## src/rtl/logic_unit_pipe_if.sv

```systemverilog
// Handshake and data bundle for logic_unit_pipe: the operand side (valid_i/ready_o)
// and the result side (valid_o/ready_i) of the pipelined logic unit.
interface logic_unit_pipe_if #(
    parameter int WIDTH = 32
);
    logic             valid_i;
    logic             ready_o;
    logic [1:0]       op_i;
    logic [WIDTH-1:0] a_i;
    logic [WIDTH-1:0] b_i;
    logic             valid_o;
    logic             ready_i;
    logic [WIDTH-1:0] result_o;
    logic             zero_o;

    modport slave (
        input  valid_i, op_i, a_i, b_i, ready_i,
        output ready_o, valid_o, result_o, zero_o
    );

    modport master (
        output valid_i, op_i, a_i, b_i, ready_i,
        input  ready_o, valid_o, result_o, zero_o
    );
endinterface

```

## src/rtl/logic_unit_pipe.sv

```systemverilog
// Pipelined bitwise logic unit (OR/AND/XOR/NOR) with zero flag, full backpressure
// and flush. The result is computed before stage 1; later stages only forward it.
module logic_unit_pipe #(
    parameter int WIDTH  = 32,
    parameter int STAGES = 2
) (
    input  logic             clk_i,
    input  logic             rst_i,
    input  logic             flush_i,
    logic_unit_pipe_if.slave bus
);
    logic [STAGES:1]            vld_q, vld_d;
    logic [STAGES:1][WIDTH-1:0] data_q, data_d;
    logic [STAGES:1]            zero_q, zero_d;
    logic [STAGES:1]            can_load;
    logic [WIDTH-1:0]           op_res;
    logic                       accept;

    always_comb begin
        case (bus.op_i)
            2'b00:   op_res = bus.a_i | bus.b_i;
            2'b01:   op_res = bus.a_i & bus.b_i;
            2'b10:   op_res = bus.a_i ^ bus.b_i;
            default: op_res = ~(bus.a_i | bus.b_i);
        endcase
    end

    // A stage may load if it, or any stage downstream of it, is empty, or the
    // consumer is taking the result; walking from the output keeps this acyclic.
    always_comb begin : stall_chain
        logic open;
        open     = bus.ready_i;
        can_load = '0;
        for (int k = STAGES; k >= 1; k--) begin
            open        = open || !vld_q[k];
            can_load[k] = open;
        end
    end

    assign bus.ready_o = can_load[1] && !rst_i && !flush_i;
    assign accept      = bus.valid_i && bus.ready_o;

    always_comb begin
        vld_d  = vld_q;
        data_d = data_q;
        zero_d = zero_q;
        if (can_load[1]) begin
            vld_d[1] = accept;
            if (accept) begin
                data_d[1] = op_res;
                zero_d[1] = ~|op_res;
            end
        end
        for (int k = 2; k <= STAGES; k++) begin
            if (can_load[k]) begin
                vld_d[k] = vld_q[k-1];
                // Data moves only with a valid op, so outputs stay quiet behind bubbles.
                if (vld_q[k-1]) begin
                    data_d[k] = data_q[k-1];
                    zero_d[k] = zero_q[k-1];
                end
            end
        end
        if (flush_i) begin
            vld_d  = '0;
            data_d = data_q;
            zero_d = zero_q;
        end
    end

    always_ff @(posedge clk_i) begin
        if (rst_i) begin
            vld_q  <= '0;
            data_q <= '0;
            zero_q <= '0;
        end else begin
            vld_q  <= vld_d;
            data_q <= data_d;
            zero_q <= zero_d;
        end
    end

    assign bus.valid_o  = vld_q[STAGES];
    assign bus.result_o = data_q[STAGES];
    assign bus.zero_o   = zero_q[STAGES];
endmodule

```

## src/flat_wrapper.sv

```systemverilog
// flat-port wrapper written by rule: the top's interface ports become plain ports
module logic_unit_pipe_flat 
#(
    parameter int WIDTH  = 32,
    parameter int STAGES = 2
)
  (clk_i, rst_i, flush_i, bus_valid_i, bus_op_i, bus_a_i, bus_b_i, bus_ready_i, bus_ready_o, bus_valid_o, bus_result_o, bus_zero_o);
  logic_unit_pipe_if #(.WIDTH(WIDTH)) bus_i ();
  input  logic clk_i;
  input  logic rst_i;
  input  logic flush_i;
  input wire logic [$bits(bus_i.valid_i)-1:0] bus_valid_i;
  input wire logic [$bits(bus_i.op_i)-1:0] bus_op_i;
  input wire logic [$bits(bus_i.a_i)-1:0] bus_a_i;
  input wire logic [$bits(bus_i.b_i)-1:0] bus_b_i;
  input wire logic [$bits(bus_i.ready_i)-1:0] bus_ready_i;
  output wire logic [$bits(bus_i.ready_o)-1:0] bus_ready_o;
  output wire logic [$bits(bus_i.valid_o)-1:0] bus_valid_o;
  output wire logic [$bits(bus_i.result_o)-1:0] bus_result_o;
  output wire logic [$bits(bus_i.zero_o)-1:0] bus_zero_o;
  assign bus_i.valid_i = bus_valid_i;
  assign bus_i.op_i = bus_op_i;
  assign bus_i.a_i = bus_a_i;
  assign bus_i.b_i = bus_b_i;
  assign bus_i.ready_i = bus_ready_i;
  assign bus_ready_o = bus_i.ready_o;
  assign bus_valid_o = bus_i.valid_o;
  assign bus_result_o = bus_i.result_o;
  assign bus_zero_o = bus_i.zero_o;
  logic_unit_pipe #(.WIDTH(WIDTH), .STAGES(STAGES)) u_core (.clk_i(clk_i), .rst_i(rst_i), .flush_i(flush_i), .bus(bus_i));
endmodule
```

## config.mk

```make
export PLATFORM = sky130hd
export DESIGN_NAME = logic_unit_pipe_flat
export DESIGN_NICKNAME = d
export VERILOG_FILES = /design/src/rtl/logic_unit_pipe_if.sv /design/src/rtl/logic_unit_pipe.sv /design/src/flat_wrapper.sv
export SDC_FILE = /design/constraint.sdc
export NUM_CORES = 1
export LEC_CHECK = 0
export CORE_UTILIZATION = 47
export DETAILED_ROUTE_END_ITERATION = 16
export GPL_TIMING_DRIVEN = 0
export PLACE_DENSITY_LB_ADDON = 0.08
export SYNTH_ARGS = -nofsm -noshare
export SYNTH_HDL_FRONTEND = slang
export SYNTH_SLANG_ARGS = --single-unit
export TNS_END_PERCENT = 100
```

## constraint.sdc

```tcl
create_clock -name clk_i -period 2.24 [get_ports clk_i]
set_clock_uncertainty 0.15 [all_clocks]
set_input_delay 0.56 -clock clk_i [delete_from_list [all_inputs] [get_ports clk_i]]
set_output_delay 0.56 -clock clk_i [all_outputs]
set_load 0.05 [all_outputs]
```

==> results of run 1 <==
-- critical path: stages --
cell and delay [ns]:
clkdlybuf4s50_1 0.50, inv_1 0.06, ha_1 0.19, mux2_2 0.27, a21oi_2 0.21, nand4_1 0.17, nor4_2 0.26, a31o_1 0.16
-- sequential cells by signal, summed over array words and instances (netlist names) --
signal and flops:
u_core.vld_q 2, u_core.bus.result_o 32, u_core.zero_q 2, u_core.data_q 32
-- power groups by stage --
stage                     Sequential (mW)  Clock [mW]  Combinational (mW)
after floorplan                      1.28           0               0.373
after global placement               1.29           0               0.606
after detailed placement             1.29           0               0.627
after CTS                            1.26       0.974               0.677
after global routing                 1.27        1.03               0.771
final                                1.26       0.957               0.695
-- layout make-up --
type	count	area [um2]
Clock buffer	16	200.2
Fill cell	940	3410
Buffer	71	437.9
Multi-Input combinational cell	405	2930
Tap cell	133	166.4
Inverter	65	244.0
Timing Repair Buffer	115	1070
Sequential cell	68	1361
-- kinds of logic (layout without fill, tap and decap cells) --
family	Yosys count	count (layout)	share of synthesized area, %
flops	68	68	28.35
simple gates	204	204	20.61
mux	35	35	8.025
fa+ha+maj	64	64	16.68
buf+inv	136	267	13.70
compound gates	102	102	12.64
-- synthesized netlist by cell type (all sizes together), types with 2 or more instances --
library cell | n | area (um2)
nor3 | 30 | 150.1
nand4 | 6 | 37.54
mux2i | 7 | 70.07
nor3b | 2 | 15.01
nor2b | 57 | 356.6
nand2 | 67 | 251.5
dfxtp | 68 | 1361
inv | 65 | 244.0
a211oi | 31 | 237.7
a21oi | 65 | 325.3
ha | 64 | 800.8
buf | 48 | 327.8
nor2 | 37 | 138.9
clkbuf | 23 | 86.33
o211ai | 2 | 15.01
mux2 | 28 | 315.3
-- repair_timing --
item                                    CTS  global route
endpoints found under the setup margin   86            63
hold buffers                              0             0
gates cloned                              0             0
pin swaps                                11             3
setup buffers                             8             4
gates resized for setup                  81            19
-- through the flow --
step                instance area (um2)  hold WS [ns]
finish                             6410        0.3036
floorplan                          4813        0.2771
detailed placement                 6011        0.2974
CTS                                6351        0.3063
global placement                   6011        0.2948
global route                       6410        0.3264
-- path summary, 6_finish.rpt --
path / start / endpoint / slack [ns] / cells after the start
worst min-delay path: u_core.bus.result_o[30] / u_core.bus.result_o[30] / 0.30 / 2
worst max-delay path: bus_b_i[20] / u_core.zero_q[1] / -0.03 / 8
worst max register to register: u_core.vld_q[2] / u_core.data_q[3] / 0.48 / 7
worst min register to register: u_core.bus.result_o[30] / u_core.bus.result_o[30] / 0.30 / 2
-- layer usage --
layer	GRT usage (%)	up-vias
met5	0	-
met4	8.342	0
met3	3.322	18
met2	35.64	110
met1	28.45	1941
li1	-	2225
==> results.md, run 1 <==
- Arr. time, crit path: 2.40 ns
- Port Buf Inserts: 103
- Routed Antenna Nets: 0
- Gr usage total: 21.63%
- Largest net degree at the start of global routing: 11
- Number of synthesized flops with an enable pin: 0
- Fin crit share: 101.4%
- Grt ovf: 0
- Fmax: 0.4404 GHz
- CP max FO: 2
- Synth warn: 0
- Async SR Flop Fraction: 0%
- Internal: 2.141 mW
- CTS Buf Count: 9
- Commonest non-fill, non-tap cell in the layout: dfxtp_1
- Final slew viol count: 0
- Net Sw Power: 0.7743 mW
- H-tree depth: 3
- Final Hold Vio Count: 0
- Final Non-Filler Cells: 873
- Met1 WL: 5356 um
- Switching Fraction: 26.56%
- Placed cell count: 845
- Worst Tran Pin Value: 0.6409 ns
- Setup-failing EPs final: 1
- DR WL/cell: 12.64 um
- CP Capture Type: flip-flop
- Metal2 WL: 5072 um
- Leak: 2.964 nW
- Post-DP HPWL: 8833 um
- Total power: 2.915 mW
- Peak supply drop: 0.0002296 V
- Most frequent cells in the layout: dfxtp_1, nand2_1, inv_1
- Final core occ: 65.28%
- Count of cell types in the netlist: 29
- Clock latency on the worst-skew pair: 0.32 ns
- Sequential Power Share: 43.3%
- WL met3: 390 um
- I/O pins: 106
- Slew HR: 57.27%
- Minimum clock period: 2.271 ns
- Highest routed metal layer: met4
- Vias per cell: 4.919
- Mapped Area: 4802 um2
- Final worst slack: -0.03071 ns
- Initial antenna violation count: 0
- Post-Syn Instances: 609
- Worst Hold Class: reg -> reg
- Final wirelength: 11,030 um
- Unrepaired setup endpoints after global routing: yes
- Critical Path Source Type: input pin
- Die Wd: 103.1 um
- Max Cap Viol: 0
- Die outline area: 10,630 um2
- CTS tree: done
- Gp weighted congestion: 0.8478
- Power density of the placed cells: 454.8 nW/um2
- CTS clock-pin slew for the worst setup and hold paths: 0.07 ns
- Area grow syn2layout: 33.48%
- Num Clock Sinks: 68
- Worst slack, placed: -0.8641 ns
- Mapped Nets: 744
- Syn Area/Cell: 7.885 um2
- Main flop type after synthesis: dfxtp_1
- DRC: 0
- CP Class: in -> reg
- Initial Utilization: 48.90%
- Worst path required time: 2.36 ns
- Setup_tns: -0.03071 ns
- Failing checks: negative setup slack
- Logic gate share of total power: 23.9%
- Status: complete, but fails checks
- # diodes: 0
- Global-route wire length before repair: 18,100 um
- Fin nets: 870
- Clk pwr share: 32.8%
- FF+latch count, synth: 68
- Pre-antenna DRT Iters: 4
- Via count: 4,294
- Post-synthesis sequential area ratio: 28.35%
- Max Root-Sink Buffers: 2
- Vias in the first global route: 3,997
- Initial DRC Count: 109
- Share of layout cells above drive strength 1: 19.19%
- Die Y: 103.1 um
- Clock root buffer: clkbuf_8
- Core ar.: 9819 um2
- Row count: 36
Power figures use the tool's default switching activity.
==> inputs of run 2 (changes only) <==
--- a/config.mk
+++ b/config.mk
@@ -7,7 +7,6 @@
 export LEC_CHECK = 0
 export CORE_UTILIZATION = 47
 export DETAILED_ROUTE_END_ITERATION = 16
-export GPL_TIMING_DRIVEN = 0
 export PLACE_DENSITY_LB_ADDON = 0.08
 export SYNTH_ARGS = -nofsm -noshare
 export SYNTH_HDL_FRONTEND = slang
==> run 2 against run 1 <==
The run now ends clean. Global-route usage decreased by 1.6 points. Routed wire length down 4.6%. Final area is 0.57% higher. Clock power decreased by 2%. Hold slack is essentially flat. Count of clock-buffer cells in the layout is 5 lower. First-iteration DRC count down 43%. Fmax up 3.1%. Sequential share of layout area fell by 0.12 points. Non-clock buffer count down 18. Register-to-register slack improved by 0.16 ns.
==> results.md, run 2 (same netlist as run 1, synthesis figures left out) <==
- Status: finished, final reports clean (was complete, but fails checks)
- Max Cap Viol: 0 (unchanged)
- Slew HR: 55.07% (was 57.27%)
- CTS clock-pin slew for the worst setup and hold paths: 0.07 ns (about the same)
- Core ar.: 9819 um2 (unchanged)
- Unrepaired setup endpoints after global routing: yes (unchanged)
- DRC: 0 (unchanged)
- WHS Path Cells: 2 (unchanged)
- Routed Antenna Nets: 0 (unchanged)
- Pre-antenna DRT Iters: 4 (unchanged)
- Commonest non-fill, non-tap cell in the layout: buf_4 (was dfxtp_1)
- Net Sw Power: 0.8109 mW (was 0.7743 mW)
- Area grow syn2layout: 34.24% (was 33.48%)
- Via count: 4,148 (was 4,294)
- Logic gate share of total power: 25.9% (was 23.9%)
- Row count: 36 (unchanged)
- Die outline area: 10,630 um2 (unchanged)
- Worst R2R Setup Slack: 0.64 ns (was 0.48 ns)
- Vias in the first global route: 3,735 (was 3,997)
- Die Y: 103.1 um (unchanged)
- CP max FO: 2 (unchanged)
- Final Hold Vio Count: 0 (unchanged)
- Initial Utilization: 48.90% (unchanged)
- Initial DRC Count: 62 (was 109)
- CTS Buf Count: 9 (unchanged)
- Placed cell count: 833 (was 845)
- Initial antenna violation count: 0 (unchanged)
- Clk pwr share: 31.7% (was 32.8%)
- Power density of the placed cells: 461.1 nW/um2 (was 454.8 nW/um2)
- Arr. time, crit path: 2.34 ns (was 2.40 ns)
- RR Startpoint: u_core.vld_q[2] (unchanged)
- Hold_sp: u_core.bus.result_o[17] (was u_core.bus.result_o[30])
- Vias per cell: 4.851 (was 4.919)
- Fin nets: 852 (was 870)
- Clock latency on the worst-skew pair: 0.34 ns (was 0.32 ns)
- CP Cell Sequence: clkdlybuf4s50_1, inv_1, ha_1, mux2_2, a21oi_4, nand4_1, nor4_1, a31o_1 (was clkdlybuf4s50_1, inv_1, ha_1, mux2_2, a21oi_2, nand4_1, nor4_2, a31o_1)
- Port Buf Inserts: 105 (was 103)
- Critical Path Source Type: input pin (unchanged)
- Total power: 2.973 mW (was 2.915 mW)
- Fmax: 0.4539 GHz (was 0.4404 GHz)
- CTS tree: done (unchanged)
- Minimum clock period: 2.203 ns (was 2.271 ns)
- FF-to-FF End: u_core.zero_q[1] (was u_core.data_q[3])
- Most frequent cells in the layout: buf_4, dfxtp_1, nand2_1 (was dfxtp_1, nand2_1, inv_1)
- Worst path required time: 2.38 ns (was 2.36 ns)
- Hold EP: u_core.bus.result_o[17] (was u_core.bus.result_o[30])
- Fin crit share: 98.35% (was 101.4%)
- Final wirelength: 10,520 um (was 11,030 um)
- Sequential Power Share: 42.4% (was 43.3%)
- Final slew viol count: 0 (unchanged)
- Global-route wire length before repair: 16,670 um (was 18,100 um)
- Worst Tran Pin Value: 0.6739 ns (was 0.6409 ns)
- Max stage delay cell, worst path: clkdlybuf4s50_1 (unchanged)
- CP Class: in -> reg (unchanged)
- CP Capture Type: flip-flop (unchanged)
- Peak supply drop: 0.0003369 V (was 0.0002296 V)
- H-tree depth: 3 (unchanged)
- # diodes: 0 (unchanged)
- Internal: 2.162 mW (was 2.141 mW)
- Max Root-Sink Buffers: 2 (unchanged)
- Clock root buffer: clkbuf_8 (unchanged)
- Final Non-Filler Cells: 855 (was 873)
- Setup-failing EPs final: 0 (was 1)
- Leak: 2.935 nW (was 2.964 nW)
- Worst Hold Class: reg -> reg (unchanged)
- DR WL/cell: 12.31 um (was 12.64 um)
- Switching Fraction: 27.28% (was 26.56%)
- I/O pins: 106 (unchanged)
- Die Wd: 103.1 um (unchanged)
- Reg2reg path depth: 6 (was 7)
- Largest net degree at the start of global routing: 69 (was 11)
- Post-DP HPWL: 7868 um (was 8833 um)
- Num Clock Sinks: 68 (unchanged)
- Gr usage total: 20.00% (was 21.63%)
- Share of layout cells above drive strength 1: 23.82% (was 19.19%)
- Gp weighted congestion: 0.8030 (was 0.8478)
- Crit-path max cell delay: 0.49 ns (was 0.50 ns)
- Grt ovf: 0 (unchanged)
run 2: changes by cell type in the layout (fill, tap and decap cells not counted), sizes merged:
cell,change
buf,+31
bufinv,+1
clkbuf,-31
clkdlybuf4s15,-1
clkdlybuf4s50,-2
clkinv,+3
clkinvlp,+1
dlygate4sd2,-28
dlymetal6s2s,+8
run 2: metal layers:
metal  global-route usage [%]  part of all wire [%]  wire length, um
met1                    28.02                    49             5124
met2                    30.67                    45             4772
met3                    3.254                   4.2              445
met4                    7.692                   1.7              179
met5                        0                     0                0
run 2: final cells by class:
class                      count  area [um2]
inverter                      65       244.0
timing repair buffer         168        1533
clock inverter                 5       52.55
tap                          133       166.4
multi-input combinational    405        2958
sequential                    68        1361
clock buffer                  11       131.4
fill                         890        3373
run 2: how the worst max path moves through the flow:
stage	startpoint	slack, ns	endpoint	depth (start not counted)
5_1_grt	bus_a_i[26]	-0.04	u_core.zero_q[1]	9
4_1_cts	bus_ready_i	0.0007	bus_ready_o	5
6_report	bus_b_i[28]	0.04	u_core.zero_q[1]	8
2_1_floorplan	rst_i	0.002	u_core.data_q[2]	8
3_3_place_gp	bus_b_i[5]	-0.54	u_core.zero_q[1]	8
3_5_place_dp	bus_b_i[4]	-0.62	u_core.zero_q[1]	8
run 2: metrics by stage:
step	hold slack (ns)	setup WS (ns)	setup TNS, ns	area, um2	util, %
after floorplan	0.2771	0.002034	0	4813	-
after global routing	0.3210	-0.03707	-0.03707	6446	65.65
after CTS	0.3051	0.0006959	0	6307	64.23
after detailed placement	0.2971	-0.6193	-4.072	6048	61.60
final	0.3032	0.03707	0	6446	65.65
after global placement	0.2937	-0.5427	-2.707	6048	61.60
run 2: timing repair:
| action | CTS | global route |
|---|---|---|
| hold buffers | 0 | 0 |
| resized for setup | 27 | 29 |
| pin swaps | 8 | 9 |
| setup buffers | 2 | 4 |
| endpoints found under the setup margin | 2 | 4 |
run 2: critical path, delay by kind of cell:
family / cells / cell delay (ns)
muxes: 1 / 0.30
and+or+nand+nor: 2 / 0.39
buffers and inverters: 2 / 0.54
adders and majority gates: 1 / 0.19
AOI/OAI and AO/OA: 2 / 0.37
run 2: power by group through the flow:
stage,Combinational [mW],Sequential (mW),Clock [mW]
2_1_floorplan,0.373,1.28,0
3_3_place_gp,0.693,1.29,0
3_5_place_dp,0.714,1.29,0
4_1_cts,0.735,1.26,0.965
5_1_grt,0.853,1.26,1.02
6_report,0.771,1.26,0.941
==> inputs of run 3 (changes only) <==
--- a/config.mk
+++ b/config.mk
@@ -11,4 +11,4 @@
 export SYNTH_ARGS = -nofsm -noshare
 export SYNTH_HDL_FRONTEND = slang
 export SYNTH_SLANG_ARGS = --single-unit
-export TNS_END_PERCENT = 100
+export TNS_END_PERCENT = 5
==> run 3 against run 2 <==
Register-to-register slack barely moved. Largest power group unchanged. Hold slack is essentially flat. Highest routed layer unchanged. First-iteration DRC count increased by 6.5%. Via count down 0.19%. Clock power about the same. Global-route usage unchanged. Critical endpoint unchanged. Combinational power barely moved. Sequential power about the same.
==> results.md, run 3 (same netlist as run 1, synthesis figures left out) <==
- Status: finished, final reports clean (unchanged)
- # diodes: 0 (unchanged)
- Slew HR: 55.28% (was 55.07%)
- Grt ovf: 0 (unchanged)
- Clock latency on the worst-skew pair: 0.34 ns (about the same)
- Worst Hold Class: reg -> reg (unchanged)
- DRC: 0 (unchanged)
- Clock root buffer: clkbuf_8 (unchanged)
- Max Cap Viol: 0 (unchanged)
- Filler cells: 890 (unchanged)
- Minimum clock period: 2.202 ns (was 2.203 ns)
- Fmax: 0.4540 GHz (was 0.4539 GHz)
- Multi-input gate area: 2958 um2 (unchanged)
- Worst path required time: 2.38 ns (about the same)
- Setup-failing EPs final: 0 (unchanged)
- Commonest non-fill, non-tap cell in the layout: buf_4 (unchanged)
- Power density of the placed cells: 461.2 nW/um2 (was 461.1 nW/um2)
- Largest net degree at the start of global routing: 69 (unchanged)
- Initial DRC Count: 66 (was 62)
- CTS tree: done (unchanged)
- CP Class: in -> reg (unchanged)
- Unrepaired setup endpoints after global routing: yes (unchanged)
- Final Hold Vio Count: 0 (unchanged)
- DR WL/cell: 12.29 um (was 12.31 um)
- GR Util met2: 30.67% (unchanged)
- Port Buf Inserts: 105 (unchanged)
- CP Capture Type: flip-flop (unchanged)
- Routed Antenna Nets: 0 (unchanged)
- Num Clock Sinks: 68 (unchanged)
- Worst Tran Pin Value: 0.6707 ns (was 0.6739 ns)
- Fin crit share: 98.32% (was 98.35%)
- Share of layout cells above drive strength 1: 23.82% (unchanged)
- CTS clock-pin slew for the worst setup and hold paths: 0.07 ns (about the same)
- Die Wd: 103.1 um (unchanged)
- Register area: 1361 um2 (unchanged)
- H-tree depth: 3 (unchanged)
- Gp weighted congestion: 0.8030 (unchanged)
- Die Y: 103.1 um (unchanged)
- Area grow syn2layout: 34.24% (unchanged)
- Max Root-Sink Buffers: 2 (unchanged)
- Die outline area: 10,630 um2 (unchanged)
- Core ar.: 9819 um2 (unchanged)
- Fin nets: 852 (unchanged)
- Critical Path Source Type: input pin (unchanged)
- Hold Slack: 0.3036 ns (was 0.3032 ns)
- Arr. time, crit path: 2.34 ns (about the same)
- Fin area: 6446 um2 (unchanged)
- Row count: 36 (unchanged)
- CP max FO: 2 (unchanged)
- Peak supply drop: 0.0003375 V (was 0.0003369 V)
- GR Util met1: 28.02% (unchanged)
- Initial antenna violation count: 0 (unchanged)
- Leak: 2.935 nW (about the same)
- I/O pins: 106 (unchanged)
- Most frequent cells in the layout: buf_4, dfxtp_1, nand2_1 (unchanged)
- Final wirelength: 10,510 um (was 10,520 um)
- Vias in the first global route: 3,735 (unchanged)
- GRT Max-Usage Layer: met2 (unchanged)
- Pre-antenna DRT Iters: 5 (was 4)
- Global-route wire length before repair: 16,670 um (unchanged)
- DP Area: 6048 um2 (unchanged)
- Via count: 4,140 (was 4,148)
- Initial Utilization: 48.90% (unchanged)
- Final slew viol count: 0 (unchanged)
- Gr usage total: 20.00% (unchanged)
- CTS Buf Count: 9 (unchanged)
- Post-DP HPWL: 7868 um (unchanged)
- GR Layer Usage met3: 3.254% (unchanged)
- Vias per cell: 4.842 (was 4.851)
## run 3: cell counts in the layout (fill, tap and decap cells not counted)
No cell type changed its count.
## run 3: where the power goes
group,switching (mW),total [mW],internal [mW]
Sequential,0.0179,1.26,1.24
Combinational,0.360,0.771,0.410
Clock,0.433,0.941,0.508
Total,0.811,2.97,2.16
## run 3: area by class of cell
cell class                 count  area share [%]
clock buffer                  11           2.038
clock inverter                 5          0.8152
inverter                      65           3.785
multi-input combinational    405           45.89
sequential                    68           21.12
tap                          133           2.582
timing repair buffer         168           23.78
## run 3: per-stage QoR
step / utilization [%] / setup WS (ns) / total power, mW / TNS (ns) / cells
finish: 65.65 / 0.03753 / 2.973 / 0 / 855
global route: 65.65 / -0.03705 / 3.135 / -0.03705 / 855
CTS: 64.23 / 0.0006959 / 2.961 / 0 / 851
detailed placement: 61.60 / -0.6193 / 2.002 / -4.072 / 833
global placement: 61.60 / -0.5427 / 1.981 / -2.707 / 833
floorplan: - / 0.002034 / 1.657 / 0 / 609
## run 3: final timing paths
path                                 from                      end  slack (ns)  depth (start not counted)
setup / recovery              bus_b_i[28]         u_core.zero_q[1]        0.04                          8
hold / removal    u_core.bus.result_o[17]  u_core.bus.result_o[17]        0.30                          2
setup reg to reg          u_core.vld_q[2]         u_core.zero_q[1]        0.64                          6
hold reg to reg   u_core.bus.result_o[17]  u_core.bus.result_o[17]        0.30                          2
## run 3: routing by layer
layer	part of all wire [%]	wire length [um]	vias up
met5	0	0	-
met4	1.7	179	0
met3	4.2	440	15
met2	45	4754	92
met1	49	5133	1841
li1	-	-	2192
## run 3: what timing repair did
action                     in CTS  in global routing
setup endpoints to repair       2                  4
hold buffers                    0                  0
gates resized for setup        27                 29
buffers inserted                2                  4
pin swaps                       8                  8
## run 3: worst max-delay path, cell delays in order
cell,delay [ns]
clkdlybuf4s50_1,0.49
inv_1,0.05
ha_1,0.19
mux2_2,0.30
a21oi_4,0.19
nand4_1,0.10
nor4_1,0.29
a31o_1,0.18
